File: src/rtl/fpu_dispatch.sv
// Command sequencer for the FPU path: issues one operation at a time to one of NUM_UNITS
// AXI-stream operator units and returns the unit's result, or an error code, on a response port.
module fpu_dispatch #(
    parameter int                   DW         = 64,
    parameter int                   NUM_UNITS  = 4,
    parameter int                   OPW        = 3,
    parameter logic [NUM_UNITS-1:0] UNARY_MASK = 4'b0011,
    parameter int                   TIMEOUT    = 1024
) (
    input  logic                    clk,
    input  logic                    reset,
    input  logic                    cmd_valid,
    output logic                    cmd_ready,
    input  logic [OPW-1:0]          cmd_op,
    input  logic [DW-1:0]           cmd_a,
    input  logic [DW-1:0]           cmd_b,
    output logic                    rsp_valid,
    input  logic                    rsp_ready,
    output logic [DW-1:0]           rsp_data,
    output logic [1:0]              rsp_err,
    output logic                    idle,
    output logic [NUM_UNITS*DW-1:0] u_a_tdata,
    output logic [NUM_UNITS-1:0]    u_a_tvalid,
    input  logic [NUM_UNITS-1:0]    u_a_tready,
    output logic [NUM_UNITS*DW-1:0] u_b_tdata,
    output logic [NUM_UNITS-1:0]    u_b_tvalid,
    input  logic [NUM_UNITS-1:0]    u_b_tready,
    input  logic [NUM_UNITS*DW-1:0] u_r_tdata,
    input  logic [NUM_UNITS-1:0]    u_r_tvalid,
    output logic [NUM_UNITS-1:0]    u_r_tready
);

    localparam logic [1:0] S_IDLE = 2'd0;
    localparam logic [1:0] S_SEND = 2'd1;
    localparam logic [1:0] S_WAIT = 2'd2;
    localparam logic [1:0] S_RESP = 2'd3;

    localparam logic [1:0] ERR_OK  = 2'd0;
    localparam logic [1:0] ERR_OP  = 2'd1;
    localparam logic [1:0] ERR_TMO = 2'd2;

    localparam int            CW     = (TIMEOUT > 1) ? $clog2(TIMEOUT) : 1;
    localparam logic [CW-1:0] T_LAST = CW'((TIMEOUT > 0) ? TIMEOUT - 1 : 0);

    logic [1:0]           state;
    logic [NUM_UNITS-1:0] sel_oh;
    logic [NUM_UNITS-1:0] op_dec;
    logic                 a_pend;
    logic                 b_pend;
    logic [DW-1:0]        a_q;
    logic [DW-1:0]        b_q;
    logic [DW-1:0]        r_data;
    logic [CW-1:0]        tcnt;
    logic                 in_send;
    logic                 a_hs;
    logic                 b_hs;
    logic                 r_hs;
    logic                 send_done;
    logic                 tmo;

    // One-hot unit select; an all-zero result marks an opcode outside 1..NUM_UNITS.
    always_comb begin
        // NOTE: every always_comb output gets a default first so no path can infer a latch.
        op_dec = '0;
        for (int i = 0; i < NUM_UNITS; i++) begin
            op_dec[i] = (cmd_op == OPW'(i + 1));
        end
    end

    always_comb begin
        r_data = '0;
        for (int i = 0; i < NUM_UNITS; i++) begin
            if (sel_oh[i]) begin
                r_data = r_data | u_r_tdata[i*DW +: DW];
            end
        end
    end

    assign in_send    = (state == S_SEND);
    assign cmd_ready  = (state == S_IDLE);
    assign rsp_valid  = (state == S_RESP);
    assign idle       = cmd_ready & ~cmd_valid;

    assign u_a_tvalid = sel_oh & {NUM_UNITS{in_send & a_pend}};
    assign u_b_tvalid = sel_oh & {NUM_UNITS{in_send & b_pend}};
    assign u_r_tready = sel_oh & {NUM_UNITS{state == S_WAIT}};

    // Data follows valid so unselected or idle units always see zero.
    for (genvar g = 0; g < NUM_UNITS; g++) begin : g_unit
        assign u_a_tdata[g*DW +: DW] = u_a_tvalid[g] ? a_q : '0;
        assign u_b_tdata[g*DW +: DW] = u_b_tvalid[g] ? b_q : '0;
    end

    assign a_hs      = |(u_a_tvalid & u_a_tready);
    assign b_hs      = |(u_b_tvalid & u_b_tready);
    assign r_hs      = |(u_r_tvalid & u_r_tready);
    assign send_done = (~a_pend | a_hs) & (~b_pend | b_hs);
    assign tmo       = (TIMEOUT != 0) && (tcnt == T_LAST);

    // NOTE: operand registers carry no reset; they are only read after being loaded on accept.
    always_ff @(posedge clk) begin
        if (state == S_IDLE && cmd_valid) begin
            a_q <= cmd_a;
            b_q <= cmd_b;
        end
    end

    // NOTE: sequential state uses non-blocking assignments so all registers sample pre-edge values.
    always_ff @(posedge clk) begin
        if (reset) begin
            state    <= S_IDLE;
            sel_oh   <= '0;
            a_pend   <= 1'b0;
            b_pend   <= 1'b0;
            tcnt     <= '0;
            rsp_data <= '0;
            rsp_err  <= ERR_OK;
        end else begin
            case (state)
                S_IDLE: begin
                    if (cmd_valid) begin
                        sel_oh <= op_dec;
                        tcnt   <= '0;
                        if (|op_dec) begin
                            state  <= S_SEND;
                            a_pend <= 1'b1;
                            b_pend <= ~|(op_dec & UNARY_MASK);
                        end else begin
                            state    <= S_RESP;
                            rsp_data <= '0;
                            rsp_err  <= ERR_OP;
                        end
                    end
                end
                S_SEND: begin
                    tcnt <= tcnt + 1'b1;
                    if (a_hs) a_pend <= 1'b0;
                    if (b_hs) b_pend <= 1'b0;
                    if (tmo) begin
                        state    <= S_RESP;
                        a_pend   <= 1'b0;
                        b_pend   <= 1'b0;
                        rsp_data <= '0;
                        rsp_err  <= ERR_TMO;
                    end else if (send_done) begin
                        state <= S_WAIT;
                    end
                end
                S_WAIT: begin
                    tcnt <= tcnt + 1'b1;
                    // A result arriving on the last allowed cycle still wins over the timeout.
                    if (r_hs) begin
                        state    <= S_RESP;
                        rsp_data <= r_data;
                        rsp_err  <= ERR_OK;
                    end else if (tmo) begin
                        state    <= S_RESP;
                        rsp_data <= '0;
                        rsp_err  <= ERR_TMO;
                    end
                end
                S_RESP: begin
                    if (rsp_ready) state <= S_IDLE;
                end
                default: state <= S_IDLE;
            endcase
        end
    end

endmodule

File: config.mk
export PLATFORM = sky130hd
export DESIGN_NAME = fpu_dispatch
export DESIGN_NICKNAME = d
export VERILOG_FILES = /design/src/rtl/fpu_dispatch.sv
export SDC_FILE = /design/constraint.sdc
export NUM_CORES = 1
export LEC_CHECK = 0
export CORE_AREA = 8 8 383 385
export CTS_CLUSTER_DIAMETER = 200
export CTS_CLUSTER_SIZE = 8
export DETAILED_ROUTE_END_ITERATION = 6
export DIE_AREA = 0 0 391 393
export PLACE_DENSITY = 0.3
export SKIP_CTS_REPAIR_TIMING = 1
export SLEW_MARGIN = 20
export SYNTH_ARGS = -nofsm -noshare
export SYNTH_HDL_FRONTEND = slang
export SYNTH_SLANG_ARGS = --single-unit
File: constraint.sdc
create_clock -name clk -period 7 [get_ports clk]
set_input_delay 1.4 -clock clk [delete_from_list [all_inputs] [get_ports clk]]
set_output_delay 1.4 -clock clk [all_outputs]
set_load 0.01 [all_outputs]
Word-level counts from Yosys, hierarchy flattened
Index checks and enable logic that the tools add are counted.
{ "word_totals": {"in_bits": 403, "ff_bits": 212, "out_inout_bits": 593, "elab_cells": 104} }
{ "op_classes": {"bitwise_logic": 18, "n_reduce_logical": 18, "eq_ne": 16, "addsub": 1, "muxes": 42} }
{ "ops": {"columns": ["op", "n"], "rows": [
  ["$mux 64", 16],
  ["$or 64x64->64", 3],
  ["$pmux 64 s3", 1],
  ["$and 4x4->4", 6],
  ["$mux 2", 11],
  ["$pmux 10 s2", 1],
  ["$reduce_or 4->1", 4],
  ["$reduce_and 4->1", 3],
  ["$add 10x1->10 const B", 1],
  ["$eq 10x10->1 const B", 1],
  ["$mux 10", 1],
  ["$ne 3x1->1 const B", 3],
  ["$mux 1", 8],
  ["$pmux 2 s4", 1],
  ["$eq 3x2->1 const B", 2],
  ["$pmux 2 s3", 1],
  ["$and 1x1->1", 4],
  ["$eq 2x2->1 const B", 2],
  ["$ne 2x1->1 const B", 2],
  ["$ne 2x2->1 const B", 2],
  ["$pmux 1 s2", 2],
  ["$reduce_and 2->1", 2],
  ["$reduce_bool 2->1", 2],
  ["$reduce_or 2->1", 2],
  ["other kinds (11)", 14]
]} }

Longest topological paths before layout
Gate-level depths: netlist of run 1.
{ "logic_depth": {"ltp_word": 10, "depth_mapped": 9, "ltp_nobuf": 8} }

Least setup slack after synthesis of run 1
Ideal clock, no wire load.
{ "synth_timing": {"kind": "in2reg", "start": "input port cmd_valid", "end": "register a_q[0] (enable)", "stages": 3, "setup_slack_ns": 2.367, "t_arrival_ns": 4.153, "path_buffers": 1, "setup_time_ns": 0.480, "required_time_ns": 6.520, "path_cell_list": "nand2_1 > clkbuf_1 > inv_1"} }
{ "synth_between": {"elab_chain_len": 1} }
{ "synth_rtl": {"columns": ["element", "line_no", "text"], "rows": [
  ["start, declared", "12", "input logic cmd_valid,"],
  ["$logic_and 1x1->1", "102", "if (state == S_IDLE && cmd_valid) begin"],
  ["end signal, assigned", "103", "a_q <= cmd_a;"],
  ["end, declared", "50", "logic [DW-1:0] a_q;"]
]} }
Every way passes these cells.
A chain may end at the register's enable or synchronous reset.

Final worst setup path of run 1
{ "layout_timing": {"start": "register state[1]", "end": "output port u_b_tdata[74]"} }
{ "layout_between": {"elab_chain_len": 4} }
{ "layout_rtl": {"columns": ["element", "line_no", "text"], "rows": [
  ["start, declared", "45", "logic [1:0] state;"],
  ["start signal, assigned", "111", "state <= S_IDLE;"],
  ["start signal, assigned", "125", "state <= S_SEND;"],
  ["start signal, assigned", "129", "state <= S_RESP;"],
  ["$eq 2x1->1", "79", "assign in_send = (state == S_SEND);"],
  ["$and 1x1->1", "85", "assign u_b_tvalid = sel_oh & {NUM_UNITS{in_send & b_pend}};"],
  ["$and 4x4->4", "85", null],
  ["$mux 64", "91", "assign u_b_tdata[g*DW +: DW] = u_b_tvalid[g] ? b_q : '0;"],
  ["end, declared", "25", "output logic [NUM_UNITS*DW-1:0] u_b_tdata,"]
]} }
Every way passes these cells.

==> results of run 1 <==
per-stage QoR:
| stage | instances | utilization | setup slack (ps) | hold slack [ps] | power (µW) |
|---|---|---|---|---|---|
| global placement | 3947 | 0.1697 | 2268 | 443.7 | 2720 |
| global route | 3987 | 0.1756 | 1524 | 476.9 | 4335 |
| CTS | 3983 | 0.1755 | 1554 | 461.6 | 4271 |
| detailed placement | 3947 | 0.1697 | 2281 | 445.5 | 2737 |
| floorplan | 1150 | - | 2367 | 471.9 | 2044 |
| finish | 3994 | 0.1758 | 1828 | 457.1 | 4105 |
routing by layer:
layer	routed length, µm	global-route usage	up-vias
met4	1812	0.02046	16
met2	54290	0.2343	629
met5	92	0	-
met1	36700	0.1304	6447
met3	7930	0.03834	98
li1	-	-	5945
cell usage after synthesis, types with 2 or more instances:
master / count
a21oi_1: 10
a221oi_1: 66
a22o_1: 66
a22oi_1: 5
a31oi_1: 2
and2_1: 518
and3_1: 9
buf_1: 4
buf_2: 7
buf_6: 6
clkbuf_1: 87
dfxtp_1: 84
edfxtp_1: 128
ha_1: 5
inv_1: 8
mux2i_1: 2
nand2_1: 10
nand2b_1: 2
nand3_1: 5
nand4_1: 2
nor2_1: 20
nor3_1: 4
nor4b_1: 3
o21a_1: 2
o21ai_0: 7
o221ai_1: 2
o2bb2ai_1: 45
o2bb2ai_2: 19
or3_1: 2
xnor2_1: 2
xor2_1: 5
flip-flops by register name (all words and copies together) (netlist names):
| name | flops |
|---|---|
| a_q | 64 |
| b_q | 64 |
| rsp_data | 64 |
| tcnt | 10 |
| sel_oh | 4 |
| rsp_err | 2 |
| state | 2 |
| a_pend | 1 |
| b_pend | 1 |
cell type report:
type	instances	area [µm²]
well taps	1890	2365
clock buffers	35	790.8
fillers	15740	115800
flip-flops and latches	212	5540
inverters	8	35.03
clock inverters	1	30.03
repair buffers	1011	10090
diodes	11	27.53
multi-input cells	826	5822
kinds of logic (layout without fill, tap and decap cells):
logic type                 Yosys count  after routing
AOI/OAI and AO/OA                  232            232
xor gates and xnor gates             7              7
adders and majority gates            5              5
buffers and inverters              112           1055
DFF                                212            212
muxes                                2              2
other                                0             11
and+or+nand+nor                    580            580
power by group:
part,internal (µW),total [µW],switching (µW)
clock,810,1440,630
sequential,1570,1900,332
combinational,346,763,417
how the worst max path moves through the flow:
stage                          startpoint          endpoint  slack, ps
floorplan                       cmd_valid  a_q[0]$_DFFE_PP_       2370
global placement    state[1]$_SDFFE_PP0P_    u_b_tdata[136]       2270
detailed placement  state[1]$_SDFFE_PP0P_     u_b_tdata[74]       2280
CTS                 state[1]$_SDFFE_PP0P_     u_b_tdata[74]       1550
global route        state[1]$_SDFFE_PP0P_     u_b_tdata[95]       1520
finish              state[1]$_SDFFE_PP0P_     u_b_tdata[74]       1830
==> impl_metrics.toml, run 1 <==
[worst_setup_path]
arrival_ps = 3770
slowest_stage = "and3_2"
path_max_fanout = 49
crit_family = "simple AND/OR/NAND/NOR gates"
reg2reg_to = "a_q[50]$_DFFE_PP_"
cpPeakStageDelay_ps = 930
reg2reg_from = "state[0]$_SDFFE_PP0P_"
rrSetupSlack_ps = 3850
crit_path_end_kind = "primary output"
critical_path.cell_chain = "inv_1 > ha_1 > and3_2 > buf_4 > and2_1 > clkdlybuf4s50_1"
r2r_cells = 5
required_ps = 5600
startpoint_type = "register"
critical_path_class = "reg -> out"
cp.buffers_inverters = 3
crit_cells = 6

[die]
io_pins = 996
die_w_um = 391
start_util = 0.08397
dieArea_um2 = 153700
core_um2 = 140600
die_h_um = 393
std_cell_rows = 138

[clock_network]
tritoncts = "yes"
cts_num_sinks = 212
cts-htree-levels = 1
clk_root_buffer_cell = "clkbuf_16"
path_clk_slew_ps = 70
clock_path_buffers = 3
clk_latency_ps = 610
numCtsBuffers = 30

[sta]
fin_skew_ps = 27.34
finalHoldViolations = 0
period_share = 0.7389
rsz0062_at_grt = "false"
finalSetupViolCount = 0
slew_violations = 0
period_needed_ps = 5172
tightestPinTransition_ps = 987.3
fmax_mhz = 193.3
tns_ps = 0
slew-limit-headroom = 0.3418

[logic_synthesis]
synth-simple-area-share = 0.3019
yosys.cell_types.count = 44
synth_top_area_cell = "edfxtp_1"
synth_top_family_by_area = "simple AND/OR/NAND/NOR gates"
ys_seq_area_frac = 0.4681
synth.area.mux_share = 0.001696
synth_area_leaders = "edfxtp_1 (33%), and2_1 (27%), dfxtp_1 (14%), a221oi_1 (4.9%), a22o_1 (4.9%)"
avgSynthCellArea_um2 = 10.26
synth-xor-area-share = 0.005195
synth_compound_area_frac = 0.1776
syn-instance-count = 1150
synth-edff-count = 128
synth_top_area_frac = 0.3257
synthFlopType = "edfxtp_1"
synthAdderAreaFrac = 0.005301
syn_nets = 1558
yosysWarningCount = 0
ys_ff_latch = 212
synth_area_um2 = 11800
synth-async-reset-ratio = 0

[grt]
grt_max_degree = 98
grt_pass1_vias = 13750
antenna_found_initial = 45
overflow = 0
track_usage = 0.1215
grt_pass1_wl_mm = 130.1

[worst_hold_path]
hold_class = "reg -> reg"
hold_path_startpoint = "rsp_data[46]$_SDFFE_PP0P_"
whs_endpoint = "rsp_data[46]$_SDFFE_PP0P_"
min_delay_path_depth = 1

[job]
drv_cap = 0

[finish]
drive_gt1_frac = 0.04109
final_common_cell = "clkdlybuf4s50_1"
nNetsFinal = 2497
layout_common_cells = "clkdlybuf4s50_1 (995), and2_1 (518), edfxtp_1 (128), dfxtp_1 (80)"
syn_to_final_growth_pct = 109.3
final_cell_area_um2 = 24700

[detailed_routing]
vias = 13140
via_per_inst = 3.289
wl_mm = 100.8
drt_first_pass_iters = 5
avgRoutedWirePerCell_um = 25.25
ant_nets = 0
drc_errors = 0
drt-initial-drc-count = 513

[placed_design]
port_buffers = 995
place.gp.congestion = 0.7820
post_dp_cell_area_um2 = 23850
dp_hpwl_mm = 82.30

[status]
status = "finished clean"

[power]
power_density_nw_per_um2 = 166.2
ir_worst_vdd_uv = 167.7
leakagePower_uw = 0.008177
Power figures use the tool's default switching activity.
==> run 2, diff against run 1 <==
--- a/config.mk
+++ b/config.mk
@@ -5,11 +5,11 @@
 export SDC_FILE = /design/constraint.sdc
 export NUM_CORES = 1
 export LEC_CHECK = 0
-export CORE_AREA = 8 8 383 385
+export CORE_AREA = 8 8 378 380
 export CTS_CLUSTER_DIAMETER = 200
 export CTS_CLUSTER_SIZE = 8
 export DETAILED_ROUTE_END_ITERATION = 6
-export DIE_AREA = 0 0 391 393
+export DIE_AREA = 0 0 386 388
 export PLACE_DENSITY = 0.3
 export SKIP_CTS_REPAIR_TIMING = 1
 export SLEW_MARGIN = 20
==> constraint.sdc (replaced) <==
create_clock -name clk -period 4.7 [get_ports clk]
set_input_delay 0.94 -clock clk [delete_from_list [all_inputs] [get_ports clk]]
set_output_delay 0.94 -clock clk [all_outputs]
set_load 0.01 [all_outputs]
==> run 2 against run 1 <==
Net effect:
- hold slack better by 1.9 ps
- setup slack worse by 1400 ps
- critical path depth unchanged
==> impl_metrics.toml, run 2 (synthesis results as in run 1) <==
[die]
std_cell_rows = 136
io_pins = 996
die_h_um = 388
die_w_um = 386
dieArea_um2 = 149800
start_util = 0.08638
core_um2 = 136600

[finish]
biggestRegsByFlops = "a_q: 64 flops, b_q: 64 flops, rsp_data: 64 flops"
drive_gt1_frac = 0.04573
syn_to_final_growth_pct = 110.6
fill_cells = 15170
final_common_cell = "clkdlybuf4s50_1"
nNetsFinal = 2508
layout_common_cells = "clkdlybuf4s50_1 (995), and2_1 (518), edfxtp_1 (128), dfxtp_1 (80)"

[grt]
grt_pass1_vias = 14020
grt_max_degree = 57
antenna_found_initial = 31
overflow = 0
grt_pass1_wl_mm = 130.8
track_usage = 0.1252

[clock_network]
clk_latency_ps = 610
clk_root_buffer_cell = "clkbuf_16"
clock_path_buffers = 3
tritoncts = "yes"
cts_num_sinks = 212
numCtsBuffers = 30
path_clk_slew_ps = 70
cts-htree-levels = 1

[power]
ir_worst_vdd_uv = 232.3
leakagePower_uw = 0.008273
power_density_nw_per_um2 = 247.1

[sta]
finalHoldViolations = 0
slew-limit-headroom = 0.4636
tightestPinTransition_ps = 804.6
rsz0062_at_grt = "false"
fmax_mhz = 235.0
layout_setup_ws_ps = 444.6
finalSetupViolCount = 0
tns_ps = 0
period_needed_ps = 4255
slew_violations = 0
fin_skew_ps = 17.22
period_share = 0.9054

[worst_setup_path]
critical_path_class = "reg -> out"
startpoint_type = "register"
crit_path_end_kind = "primary output"
crit_start = "state[1]$_SDFFE_PP0P_"
reg2reg_from = "sel_oh[0]$_SDFFE_PP0P_"
required_ps = 3760
path_max_fanout = 56
arrival_ps = 3320

[detailed_routing]
drt_first_pass_iters = 6
drc_errors = 0
drt-initial-drc-count = 443
wl_mm = 100.2
vias = 13080
via_per_inst = 3.322
ant_nets = 0
avgRoutedWirePerCell_um = 25.46

[status]
status = "finished clean"

[job]
drv_cap = 0

[placed_design]
pre_cts_ws_ps = 990.0
port_buffers = 995
dp_hpwl_mm = 82.50
place.gp.congestion = 0.7872

[worst_hold_path]
hold_path_startpoint = "rsp_err[0]$_SDFFE_PP0P_"
hold_class = "reg -> reg"
==> run 2: final timing paths <==
kind | endpoint | slack, ps | cells past startpoint
setup / recovery | u_a_tdata[96] | 440 | 6
hold / removal | rsp_err[0]$_SDFFE_PP0P_ | 460 | 2
setup reg to reg | rsp_data[0]$_SDFFE_PP0P_ | 1800 | 7
hold reg to reg | rsp_err[0]$_SDFFE_PP0P_ | 460 | 2
==> run 2: area by class of cell <==
class                           count  area (µm²)  share of cell area
Timing Repair Buffer             1022       10270              0.4134
Clock inverter                      1       30.03            0.001208
Multi-Input combinational cell    826        5818              0.2341
Sequential cell                   212        5540              0.2229
Antenna cell                       22       55.05            0.002215
Inverter                            8       35.03            0.001410
Clock buffer                       52       854.6             0.03439
Tap cell                         1794        2245             0.09032
==> run 2: through the flow <==
stage	instance area [µm²]	hold slack, ps	util	cells	power, µW
2_1_floorplan	11800	471.9	-	1150	3044
3_3_place_gp	23910	446.2	0.1750	3862	3995
3_5_place_dp	23910	445.7	0.1750	3862	4013
4_1_cts	24800	463.4	0.1815	3915	6388
5_1_grt	24800	472.6	0.1815	3917	6497
6_report	24850	458.9	0.1819	3937	6140
==> run 2: power by group <==
group          switching (µW)  internal [µW]  total (µW)
Clock                     966           1260        2230
Combinational             652            532        1180
Sequential                393           2330        2730
Total                    2010           4130        6140
==> run 2: per-layer routing <==
metal | wire, µm | up-vias | global-route usage | share of wire
li1 | - | 6020 | - | -
met1 | 36940 | 6352 | 0.1333 | 0.37
met2 | 52110 | 609 | 0.2372 | 0.52
met3 | 9392 | 81 | 0.04603 | 0.094
met4 | 1676 | 16 | 0.01996 | 0.017
met5 | 109 | - | 0 | 0.0011
==> run 2: critical path, stage by stage, from the launching register on <==
cell             delay (ps)
dfxtp_1                 350
inv_1                    90
ha_1                    520
and3_2                  560
buf_12                  280
and2_1                  250
clkdlybuf4s50_1         580
==> run 3, diff against run 2 <==
--- a/config.mk
+++ b/config.mk
@@ -5,11 +5,13 @@
 export SDC_FILE = /design/constraint.sdc
 export NUM_CORES = 1
 export LEC_CHECK = 0
+export CAP_MARGIN = 20
 export CORE_AREA = 8 8 378 380
 export CTS_CLUSTER_DIAMETER = 200
 export CTS_CLUSTER_SIZE = 8
 export DETAILED_ROUTE_END_ITERATION = 6
 export DIE_AREA = 0 0 386 388
+export GPL_ROUTABILITY_DRIVEN = 1
 export PLACE_DENSITY = 0.3
 export SKIP_CTS_REPAIR_TIMING = 1
 export SLEW_MARGIN = 20
==> results of run 3 <==
No change in the layout: final DEF, timing and power equal those of run 2.
